`src/rtl/cmp_pkg.sv`:
```
// Shared types and helpers for the comparator window-statistics slice.
package cmp_pkg;

    typedef enum logic [1:0] {
        IDLE   = 2'd0,
        ACCUM  = 2'd1,
        REPORT = 2'd2
    } state_t;

    typedef struct packed {
        logic grt;
        logic lst;
        logic eq;
    } cmp_res_t;

    // Widest operand abs_diff supports; narrower operands are zero-extended by the caller.
    localparam int DIFF_W = 16;

    function automatic logic [DIFF_W-1:0] abs_diff(input logic [DIFF_W-1:0] x,
                                                   input logic [DIFF_W-1:0] y);
        return (x >= y) ? (x - y) : (y - x);
    endfunction

endpackage

```
`src/rtl/cmp_4bit.sv`:
```
// Unsigned magnitude comparator; exactly one of eq/lst/grt is set.
// Latency: combinational, zero cycles.
// Backpressure: none, pure function of a and b.
module cmp_4bit
    import cmp_pkg::*;
#(
    parameter int WIDTH = 4
) (
    input  logic [WIDTH-1:0] a,
    input  logic [WIDTH-1:0] b,
    output cmp_res_t         res
);

    always_comb begin
        res     = '0;
        res.eq  = (a == b);
        res.lst = (a <  b);
        res.grt = (a >  b);
    end

endmodule

```
`src/rtl/cmp_window_stats.sv`:
```
// Aggregates cmp_4bit outcomes and max |a-b| over WIN accepted pairs into a summary record.
// Latency: per-pair flags one cycle after accept; summary valid the cycle after the WIN-th accept.
// Backpressure: in_ready only in ACCUM; summary held in REPORT until out_ready.
module cmp_window_stats
    import cmp_pkg::*;
#(
    parameter int WIDTH = 4,
    parameter int WIN   = 8,
    parameter int CNT_W = $clog2(WIN + 1)
) (
    input  logic             clk,
    input  logic             rst_n,
    input  logic             clr,
    input  logic             start,
    input  logic             in_valid,
    output logic             in_ready,
    input  logic [WIDTH-1:0] a,
    input  logic [WIDTH-1:0] b,
    output logic             res_valid,
    output logic             eq,
    output logic             lst,
    output logic             grt,
    output logic [CNT_W-1:0] eq_cnt,
    output logic [CNT_W-1:0] lst_cnt,
    output logic [CNT_W-1:0] grt_cnt,
    output logic [WIDTH-1:0] max_diff,
    output logic             out_valid,
    input  logic             out_ready,
    output logic             busy
);

    state_t           state, state_nxt;
    cmp_res_t         cur_res, res_q;
    logic [WIDTH-1:0] cur_diff;
    logic [7:0]       idx;
    logic             accept, load, last;

    cmp_4bit #(.WIDTH(WIDTH)) u_cmp (
        .a   (a),
        .b   (b),
        .res (cur_res)
    );

    assign cur_diff  = WIDTH'(abs_diff(DIFF_W'(a), DIFF_W'(b)));
    assign in_ready  = (state == ACCUM);
    assign out_valid = (state == REPORT);
    assign busy      = (state != IDLE);
    // A pair presented alongside clr is dropped, never counted.
    assign accept    = in_valid & in_ready & ~clr;
    assign last      = (idx == 8'(WIN - 1));

    assign eq  = res_q.eq;
    assign lst = res_q.lst;
    assign grt = res_q.grt;

    always_ff @(posedge clk or negedge rst_n) begin
        if (!rst_n) state <= IDLE;
        else        state <= state_nxt;
    end

    always_comb begin
        state_nxt = state;
        load      = 1'b0;
        if (clr) begin
            state_nxt = IDLE;
        end else begin
            case (state)
                IDLE: begin
                    if (start) begin
                        state_nxt = ACCUM;
                        load      = 1'b1;
                    end
                end
                ACCUM: begin
                    if (accept && last) state_nxt = REPORT;
                end
                REPORT: begin
                    if (out_ready) begin
                        // start with the accept chains straight into the next window
                        if (start) begin
                            state_nxt = ACCUM;
                            load      = 1'b1;
                        end else begin
                            state_nxt = IDLE;
                        end
                    end
                end
                default: state_nxt = IDLE;
            endcase
        end
    end

    always_ff @(posedge clk or negedge rst_n) begin
        if (!rst_n) begin
            res_q     <= '0;
            res_valid <= 1'b0;
            eq_cnt    <= '0;
            lst_cnt   <= '0;
            grt_cnt   <= '0;
            max_diff  <= '0;
            idx       <= '0;
        end else if (clr) begin
            res_q     <= '0;
            res_valid <= 1'b0;
            eq_cnt    <= '0;
            lst_cnt   <= '0;
            grt_cnt   <= '0;
            max_diff  <= '0;
            idx       <= '0;
        end else begin
            res_valid <= accept;
            if (load) begin
                eq_cnt   <= '0;
                lst_cnt  <= '0;
                grt_cnt  <= '0;
                max_diff <= '0;
                idx      <= '0;
            end else if (accept) begin
                res_q <= cur_res;
                if (cur_res.eq)  eq_cnt  <= eq_cnt  + CNT_W'(1);
                if (cur_res.lst) lst_cnt <= lst_cnt + CNT_W'(1);
                if (cur_res.grt) grt_cnt <= grt_cnt + CNT_W'(1);
                if (cur_diff > max_diff) max_diff <= cur_diff;
                idx <= idx + 8'd1;
            end
        end
    end

endmodule
```
`config.mk`:
```
export PLATFORM = sky130hd
export DESIGN_NAME = cmp_window_stats
export DESIGN_NICKNAME = d
export VERILOG_FILES = /design/src/rtl/cmp_pkg.sv /design/src/rtl/cmp_4bit.sv /design/src/rtl/cmp_window_stats.sv
export SDC_FILE = /design/constraint.sdc
export NUM_CORES = 1
export LEC_CHECK = 0
export CAP_MARGIN = 20
export CORE_AREA = 2 2 61 69
export CTS_CLUSTER_DIAMETER = 200
export DETAILED_ROUTE_END_ITERATION = 12
export DIE_AREA = 0 0 63 71
export PLACE_DENSITY_LB_ADDON = 0.3
export SLEW_MARGIN = 40
export SYNTH_ARGS = -nofsm -noshare
export SYNTH_HDL_FRONTEND = slang
export SYNTH_SLANG_ARGS = --single-unit
```
`constraint.sdc`:
```
create_clock -name clk -period 2.3 [get_ports clk]
set_clock_uncertainty 0.2 [all_clocks]
set_input_delay 0.23 -clock clk [delete_from_list [all_inputs] [get_ports clk]]
set_output_delay 0.23 -clock clk [all_outputs]
set_load 0.005 [all_outputs]
```
* Yosys cells after proc, flatten, opt, wreduce, memory -nomap -nowiden *
Index checks and enable logic that the tools add are counted.

word-level totals
  output and inout bits = 23
  flip-flop bits (word level) = 30

cells by class
  mux-type cells = 34
  magnitude comparators = 4
  add/subtract/negate cells = 6
  equality and inequality tests = 8
  bitwise operators = 3
  reduce and logical (&&, ||, !) cells = 15

operators by type and width
  operator                                                               count
  4-bit 2-to-1 mux                                                       17
  8-bit 2-to-1 mux                                                       3
  3-bit nonzero test                                                     5
  4-bit by 1-bit adder with 4-bit output, second input constant          3
  2-bit AND reduction                                                    5
  3-bit 2-to-1 mux                                                       3
  8-bit by 1-bit adder with 8-bit output, second input constant          1
  8-bit by 3-bit equality test with 1-bit output, second input constant  1
  4-bit greater-than comparator                                          2
  2-bit 2-to-1 mux                                                       4
  4-bit subtractor                                                       2
  3-bit by 2-bit != test with 1-bit output, second input constant        2
  2-bit one-hot mux with 3 select lines                                  1
  1-bit 2-to-1 mux                                                       5
  4-bit equality test                                                    1
  4-bit >= comparator                                                    1
  4-bit less-than comparator                                             1
  2-bit nonzero test                                                     2
  3-bit != test, second input constant                                   1
  3-bit AND reduction                                                    1
  1-bit bitwise AND                                                      2
  2-bit by 1-bit equality test with 1-bit output, second input constant  1
  2-bit equality test, second input constant                             1
  2-bit zero test                                                        1
  other kinds (4)                                                        4

* Logic depth before layout (Yosys ltp) *
  depth in word-level cells = 7
  depth in mapped cells = 15
  mapped depth without buffers = 15

* Cells and area by module *
From an unflattened synthesis, not the netlist that was laid out.

unflattened totals
  cells, all modules = 202
  area, all modules = 1891.8 um^2

modules (own cells, without submodules)
  module            times used  area an instance (um^2)  cells an instance
  cmp_window_stats  1           1762.9                   186
  cmp_4bit          1           128.9                    16

* Least setup slack after synthesis *
No wires, ideal clock.

  kind = input to register
  start point = in a[0]
  end point = reg max_diff[1]
  stages = 15
  data required time = 1.968 ns
  arrival = 2.667 ns
  path slack = -0.699 ns
  buffers on the path = 0
  path through = inv_1 ha_1 inv_1 fa_1 a21o_1 a21oi_1 mux2_2 nand2_1 nand2_1 ha_1 nand3_1 o22ai_1 o221a_2 mux2i_1 nor2_1

between the ends
  longest elaborated chain between the ends = 6
  elaborated cells on any way between the ends = 11
  classes of those cells = add/sub (2); order compare (2); mux (5); reduce/logical (2)

ends and longest elaborated chain
  what                                                                                   line                     source
  start, declared                                                                        cmp_window_stats.sv:17   input logic [WIDTH-1:0] a,
  4-bit subtractor or 4-bit >= comparator (tied branches)                                cmp_pkg.sv:21            return (x >= y) ? (x - y) : (y - x);
  4-bit 2-to-1 mux (*)                                                                   cmp_pkg.sv:21
  parallel branches: the longest is 4 deep, another holds 4-bit greater-than comparator  --
  end signal, assigned                                                                   cmp_window_stats.sv:123  if (cur_diff > max_diff) max_diff <= cur_diff;
  end, declared                                                                          cmp_window_stats.sv:26   output logic [WIDTH-1:0] max_diff,

Mark *: on every way between the ends. The select of a mux whose other input is x is not followed.
A chain may end at the register's enable or synchronous reset.

* Worst setup path in the final report *
  start point = in a[0]
  end point = reg max_diff[0]

Same word-level chain as after synthesis.

==> summary.log <==
INFO  worst_setup_path cp_data_required_time=2.27ns
INFO  sta            max_slew_margin=74.6%
INFO  layout         diodes=0
INFO  placement      io_buffers=36
INFO  sta            fin_hold_ws=0.138ns
INFO  logic_synthesis synthCells=197
INFO  run_status     violated_checks=setup timing
INFO  worst_setup_path rr_endpoint=max_diff[0]
INFO  logic_synthesis adder_cell_area_share_of_the_yosys_netlist=12.2%
INFO  route          routed_wl=4290microns
INFO  route          first_pass_iters=4
INFO  global_routing grt_start_max_net_pins=31
INFO  worst_setup_path timing.critical_path.fanout_max=5
INFO  clocking       post_cts_hold_buffer_count=0
INFO  clocking       cts.repair_timing.setup_buffer_count=0
INFO  logic_synthesis synthesis.area_per_instance=9.45squm
INFO  logic_synthesis basic_gate_share_of_the_synthesized_area_counting_and_or_nand_and_nor_cells=20.0%
INFO  logic_synthesis post-synth-top-area-cell=dfrtp_1
INFO  logic_synthesis synth_top_cells_by_area=dfrtp_1 (40%), ha_1 (10%), nor2_1 (4.8%)
INFO  global_routing total_routing_resource_utilization_after_global_routing=20.8%
INFO  sta            timing_max_transition_violations_final=0
INFO  sta            fin_ws=-0.568ns
INFO  power          worst_ir_drop_vdd=0.293mV
INFO  placement      gp_routability_congestion=0.834
INFO  global_routing number_of_antenna_violations_at_the_first_check_in_global_routing=0
INFO  sta            grt_setup_unrepaired=yes
INFO  logic_synthesis post_synth_instance_area=1860squm
INFO  die            fp.dieW=63microns
INFO  clocking       cts_inserted_buffers=5
INFO  die            die_y=71microns
INFO  logic_synthesis post-synth-top-count-cell=dfrtp_1
INFO  worst_setup_path worstSetupPathType=in -> reg
INFO  logic_synthesis synth_compound_gate_area_share=12.6%
INFO  logic_synthesis synth.lib_cells_used.distinct=44
INFO  layout         layout.nets=285
INFO  layout         final_core_util=69.5%
INFO  worst_setup_path worstSetupEndpointType=flop
INFO  route          postRouteAntennaNets=0
INFO  logic_synthesis synth_xor_area_share=5.17%
INFO  die            dieArea=4470squm
INFO  worst_setup_path r2r-start=max_diff[2]
INFO  power          design_power_total=0.00148W
INFO  worst_setup_path critical_path.startpoint_type=input pin
INFO  sta            final_period_minus_worst_setup_slack=2.87ns
INFO  power          static-leakage-power=1.22nW
INFO  clocking       path_clk_slew=0.07ns
INFO  global_routing wire_length_of_the_first_global_routing_pass=7200microns
INFO  route          wire_per_inst=14.0microns
INFO  route          drt_iter0_markers=106
INFO  clocking       h-tree-depth=2
INFO  clocking       tritoncts_num_sinks=30
INFO  job            maxCapViolCount=0
INFO  logic_synthesis yosys.area.top_type_share=40.3%
INFO  logic_synthesis asyncSetResetFlopFracSynth=100%
INFO  run_status     run_status=finished with violations
INFO  logic_synthesis synthesis.nets=228
INFO  sta            worst_tran_pin_value=0.380ns
INFO  logic_synthesis synth_sequential_area_ratio=40.3%
INFO  worst_setup_path rrSetupSlack=0.40ns
INFO  die            placementRows=24
INFO  sta            timing.fmax=349MHz
INFO  logic_synthesis yosys_register_bits=30
INFO  die            coreArea=3810squm
INFO  logic_synthesis count_of_flip_flops_with_a_built_in_enable_after_synthesis=0
INFO  clocking       clock_tree.buffer_depth=2
INFO  logic_synthesis ys_dominant_reg_cell=dfrtp_1
INFO  placement      place_ws=-1.35ns
INFO  sta            finalHoldViolations=0
INFO  sta            tns=-2.06ns
INFO  die            ios=37
INFO  layout         filler_cell_count=321
INFO  die            initial_utilization=48.8%
INFO  power          power.density_cell_area=559nW/um^2
INFO  clocking       clkLatencyLatePin=0.28ns
INFO  logic_synthesis synth_mux_area_share=3.02%
INFO  sta            min_period_over_period=125%
INFO  placement      dp_hpwl=3080microns
INFO  route          detailroute.via_count=1617
INFO  logic_synthesis synth_warnings=0
INFO  hold_path      hold_path_class=in -> async
INFO  clocking       cts_root_buffer=clkbuf_8
INFO  clocking       clock_tree_from_tritoncts=yes
INFO  logic_synthesis synth_cell_count_leaders=dfrtp_1 (30), nor2_1 (24), inv_1 (18)
INFO  global_routing grt_pass1_vias=1580
INFO  worst_setup_path worst-endpoint-arrival=2.84ns
INFO  worst_setup_path cell_count_of_the_worst_reg_to_reg_path=7
INFO  layout         area_growth_syn_to_layout=42.3%
INFO  sta            setup_viol_count_final=4
INFO  route          post_detailed_route_drc_marker_count=0
INFO  global_routing overflow=0
INFO  layout         drive_gt1_share=25.1%
INFO  logic_synthesis main_combinational_cell_family_by_area_after_synthesis=simple AND/OR/NAND/NOR gates
INFO  route          drt-vias-per-instance=5.27
[routing by layer]
layer  GRT usage [%]  wire, microns  part of all wire, %
met1            26.1           1870                   44
met3            4.77            124                  2.9
met4            9.88             97                  2.3
met5               0              0                    0
met2            34.0           2200                   51
[repair_timing]
item | in CTS | in global routing
setup endpoints to repair | 5 | 4
gates cloned | 0 | 0
endpoints found under the hold margin | 0 | 0
pin swaps | 9 | 6
resized for setup | 26 | 10
[cell type report]
type                            count  area, sq um  area share (%)
Timing Repair Buffer               57          517            19.5
Sequential cell                    30          751            28.3
Multi-Input combinational cell    141         1140            43.1
Inverter                           19         83.8            3.16
Clock inverter                      1         5.00           0.189
Clock buffer                        7         86.3            3.26
Tap cell                           52         65.1            2.46
[cells in the final DEF, fill, tap and decap left out, types with 3 or more instances in the layout]
master           count
dlygate4sd2_1        4
xor2_1              10
nor2_1              24
nand4_1              7
ha_4                 5
a21oi_1             10
nand3_1              8
ha_1                10
clkdlybuf4s50_1     29
mux2i_1              3
dfrtp_1             30
o31ai_1              3
clkbuf_8             6
buf_4               20
nand2_1             14
inv_2                5
o21ai_0              4
and3_1               4
inv_1               13
[metrics by stage]
step | cells | instance area (sq um)
after floorplan | 197 | 1930
after global placement | 299 | 2460
after detailed placement | 299 | 2460
after CTS | 307 | 2590
after global routing | 307 | 2650
final | 307 | 2650
[worst max path at each step]
stage	start	endpoint	slack [ns]
6_report	a[0]	max_diff[0]	-0.57
2_1_floorplan	a[0]	max_diff[1]	-0.56
3_3_place_gp	a[0]	max_diff[2]	-1.26
3_5_place_dp	a[0]	max_diff[0]	-1.35
4_1_cts	a[0]	max_diff[0]	-0.54
5_1_grt	a[0]	max_diff[0]	-0.63
[critical path, cell delays in order]
cell and delay (ns):
buf_12 0.11, inv_12 0.04, ha_4 0.12, inv_2 0.04, fa_2 0.36, a21o_4 0.25, a211o_4 0.35, mux2_4 0.33
ha_4 0.28, nand3_2 0.06, o22ai_2 0.14, o221a_4 0.25, mux2i_1 0.22, nor2_1 0.07
[cell families after synthesis]
family          Yosys count
simple gates             74
compound gates           34
flops                    30
buf+inv                  26
fa+ha+maj                17
xor+xnor                 11
mux                       5
[report_power, final]
part	switching, W	internal, W
registers	0.0000186	0.000546
logic	0.000225	0.000248
clock network	0.000203	0.000241
total	0.000446	0.00104
[registers in the layout, summed over array words and instances (netlist names)]
signal     flops
idx            8
eq_cnt         4
grt_cnt        4
lst_cnt        4
max_diff       4
state          2
eq             1
grt            1
lst            1
res_valid      1
(Power assumes the default switching activity.)
==> edit 1 (config.mk and constraints unchanged) <==
Compare `idx` against `8'(WIN - 1)` with >= in place of ==.
--- a/src/rtl/cmp_window_stats.sv
+++ b/src/rtl/cmp_window_stats.sv
@@ -47,7 +47,7 @@
     assign busy      = (state != IDLE);
     // A pair presented alongside clr is dropped, never counted.
     assign accept    = in_valid & in_ready & ~clr;
-    assign last      = (idx == 8'(WIN - 1));
+    assign last      = (idx >= 8'(WIN - 1));
 
     assign eq  = res_q.eq;
     assign lst = res_q.lst;
Behaviour: no difference found for any inputs over 10 cycles, from zero or initial values and one cycle with rst_n low; that may be too few to reach the edited logic, so the function may still have changed.
==> edit 1 against the original RTL <==
Global-route usage fell by 0.31 points. Routed wire length fell by 3.6%. Design area rose by 1.0%. Via count fell by 1.3%. The run still ends with setup timing left. Fmax fell by 1.3%. Count of clock-buffer cells in the layout fell by 2. Setup slack got worse by 39 ps. Largest power group unchanged. Synthesized area fell by 5.2%. Total power rose by 0.85%. Sequential cell count did not move.
==> edit 1: results (changes against the original RTL) <==
metric;value;unit;change
post-cts sizing count;37;;+42%
non-clk buf share;22.01;%;+2.5 points
area occupied by multi-input gates;1084;sq um;-5.1%
register area share after synthesis;42.55;%;+2.2 points
Post-Syn Instances;183;;-7.1%
adder-cell share of the synthesized area;12.91;%;+0.68 points
Seq area share;28.04;%;-0.29 points
Worst Path Arrival;2880;ps;+40 ps
Psw;0.4075;mW;-8.6%
post-DP HPWL;3070;microns;-0.31%
Post-Synth XOR/XNOR Area;4.468;%;-0.71 points
nonclk inv count;18;;-1
maximum vdd drop;306.8;uV;+4.6%
status;finished with violations;;
dpl cells;295;;-1.3%
failing checks;setup timing;;
complex-gate fraction of the synthesized area;14.82;%;+2.2 points
Post-DP Area;2431;sq um;-1.4%
Largest stage delay, worst path;390;ps;+30 ps
DP Worst Slack;-1522;ps;-176.1 ps
vias in the first global route;1572;;-0.51%
hold_ws;139.6;ps;+2.056 ps
synth top area cells;dfrtp_1 (43%), ha_1 (11%), xor2_1 (4.0%);;
mux contribution to synthesized area;2.411;%;-0.61 points
Final setup viols;4;;unchanged
initial detailed-routing violation count;70;;-34%
Post-synth top cells;dfrtp_1 (30), inv_1 (18), nor2_1 (18);;
slack of the critical path;-606.8;ps;-38.58 ps
Worst-Margin Slew;372.6;ps;-7.760 ps
WL final;4138;microns;-3.6%
## edit 1: routing by layer
layer / part of all wire [%] / routed length (microns) / up-vias / track usage [%]
met1: 41 / 1692 / 759 / 23.07
met4: 3.0 / 123 / 0 / 11.36
met5: 0 / 0 / - / 0
met3: 3.3 / 138 / 11 / 3.657
li1: - / - / 791 / -
met2: 53 / 2185 / 35 / 36.52
## edit 1: worst paths after layout
kind,endpoint,from
setup / recovery,max_diff[2]$_DFFE_PN0P_,a[0]
hold / removal,idx[3]$_DFFE_PN0P_,rst_n
setup reg to reg,state[1]$_DFFE_PN0P_,idx[0]$_DFFE_PN0P_
hold reg to reg,eq$_DFFE_PN0P_,eq$_DFFE_PN0P_
max in group asynchronous,grt_cnt[3]$_DFFE_PN0P_,rst_n
min in group clk,max_diff[0]$_DFFE_PN0P_,b[0]
## edit 1: critical path, delay by kind of cell
kind / cells / cell delay [ps]
and+or+nand+nor: 3 / 600
buffers and inverters: 4 / 240
AOI/OAI and AO/OA: 5 / 1020
adders and majority gates: 3 / 770
==> edit 2 (same settings) <==
Made on the original files. Set the parameter `WIN` to 4 (it was 8).
--- a/src/rtl/cmp_window_stats.sv
+++ b/src/rtl/cmp_window_stats.sv
@@ -5,7 +5,7 @@
     import cmp_pkg::*;
 #(
     parameter int WIDTH = 4,
-    parameter int WIN   = 8,
+    parameter int WIN   = 4,
     parameter int CNT_W = $clog2(WIN + 1)
 ) (
     input  logic             clk,
Ports: changed (resized eq_cnt, grt_cnt and lst_cnt); port bits go from 37 to 34. The function was not compared with the original's and may differ.
==> edit 2 against the original RTL <==
The run still ends with setup timing left. Critical path depth up 3. Design area decreased by 9.3%. Synthesized cell count fell by 16%. Routed wire length shrank 14%. Total power fell by 22%. Register-to-register slack improved by 90 ps. Synthesized area is 11% lower. Sequential cell count fell by 3. Setup slack better by 51 ps. Critical endpoint is now max_diff[1]$_DFFE_PN0P_. Highest routed layer unchanged.
==> edit 2: results (changes against the original RTL) <==
metric;value;unit;change
H-tree levels;1;;-1
Seq area share;28.10;%;-0.23 points
global-route wire length before repair;6306;microns;-12%
slack of the critical path;-516.8;ps;+51.43 ps
Final setup viols;4;;unchanged
Comb pwr share;34.2;%;+2.3 points
initial detailed-routing violation count;16;;-85%
drt wl/cell;13.54;microns;-3.1%
share of layout cells above drive strength 1;28.96;%;+3.9 points
post-DP HPWL;2718;microns;-12%
capture point of the worst reg-to-reg path;idx[6]$_DFFE_PN0P_;;
family with the most delay on the worst path;adder cells;;
maximum vdd drop;349.4;uV;+19%
failing checks;setup timing;;
nonclk buf count;56;;-1.8%
nonclk inv count;17;;-2
Num CTS Buffers;3;;-2
Overall Global Routing Usage;17.64;%;-3.2 points
multi-input gate share of total cell area;42.77;%;-0.34 points
P_leak;1.067;nW;-13%
status;finished with violations;;
crit path to;max_diff[1]$_DFFE_PN0P_;;
synth top area cells;dfrtp_1 (41%), ha_1 (11%), nor2_1 (4.7%);;
non-clk buf share;21.38;%;+1.9 points
post-CTS setup buffers;4;;+4
post-cts sizing count;31;;+19%
RR Startpoint;state[1]$_DFFE_PN0P_;;
vias in the first global route;1390;;-12%
register area share after synthesis;40.60;%;+0.28 points
Post-Synth XOR/XNOR Area;6.842;%;+1.7 points
clk tree area frac;1.873;%;-1.6 points
r2r setup slk;490;ps;+90 ps
Largest stage delay, worst path;400;ps;+40 ps
Reg clk slew, reported paths;90;ps;+20 ps
## edit 2: stage by stage
| step | TNS (ps) | total power, mW | cells | setup slack [ps] | cell area [sq um] |
|---|---|---|---|---|---|
| 3_3_place_gp | -6303 | 0.7811 | 263 | -1255 | 2206 |
| 3_5_place_dp | -7336 | 0.7938 | 263 | -1396 | 2206 |
| 6_report | -1980 | 1.152 | 273 | -516.8 | 2405 |
| 5_1_grt | -2417 | 1.222 | 273 | -639.2 | 2405 |
| 4_1_cts | -2206 | 1.103 | 271 | -564.4 | 2340 |
| 2_1_floorplan | -2221 | 0.6578 | 166 | -570.7 | 1704 |
## edit 2: per-layer routing
| layer | vias to the layer above | track usage [%] | wire length, microns | part of all wire [%] |
|---|---|---|---|---|
| met1 | 646 | 21.23 | 1578 | 43 |
| met5 | - | 0 | 0 | 0 |
| met3 | 4 | 3.180 | 71 | 1.9 |
| met2 | 17 | 32.39 | 1985 | 54 |
| met4 | 0 | 4.444 | 61 | 1.7 |
| li1 | 663 | - | - | - |
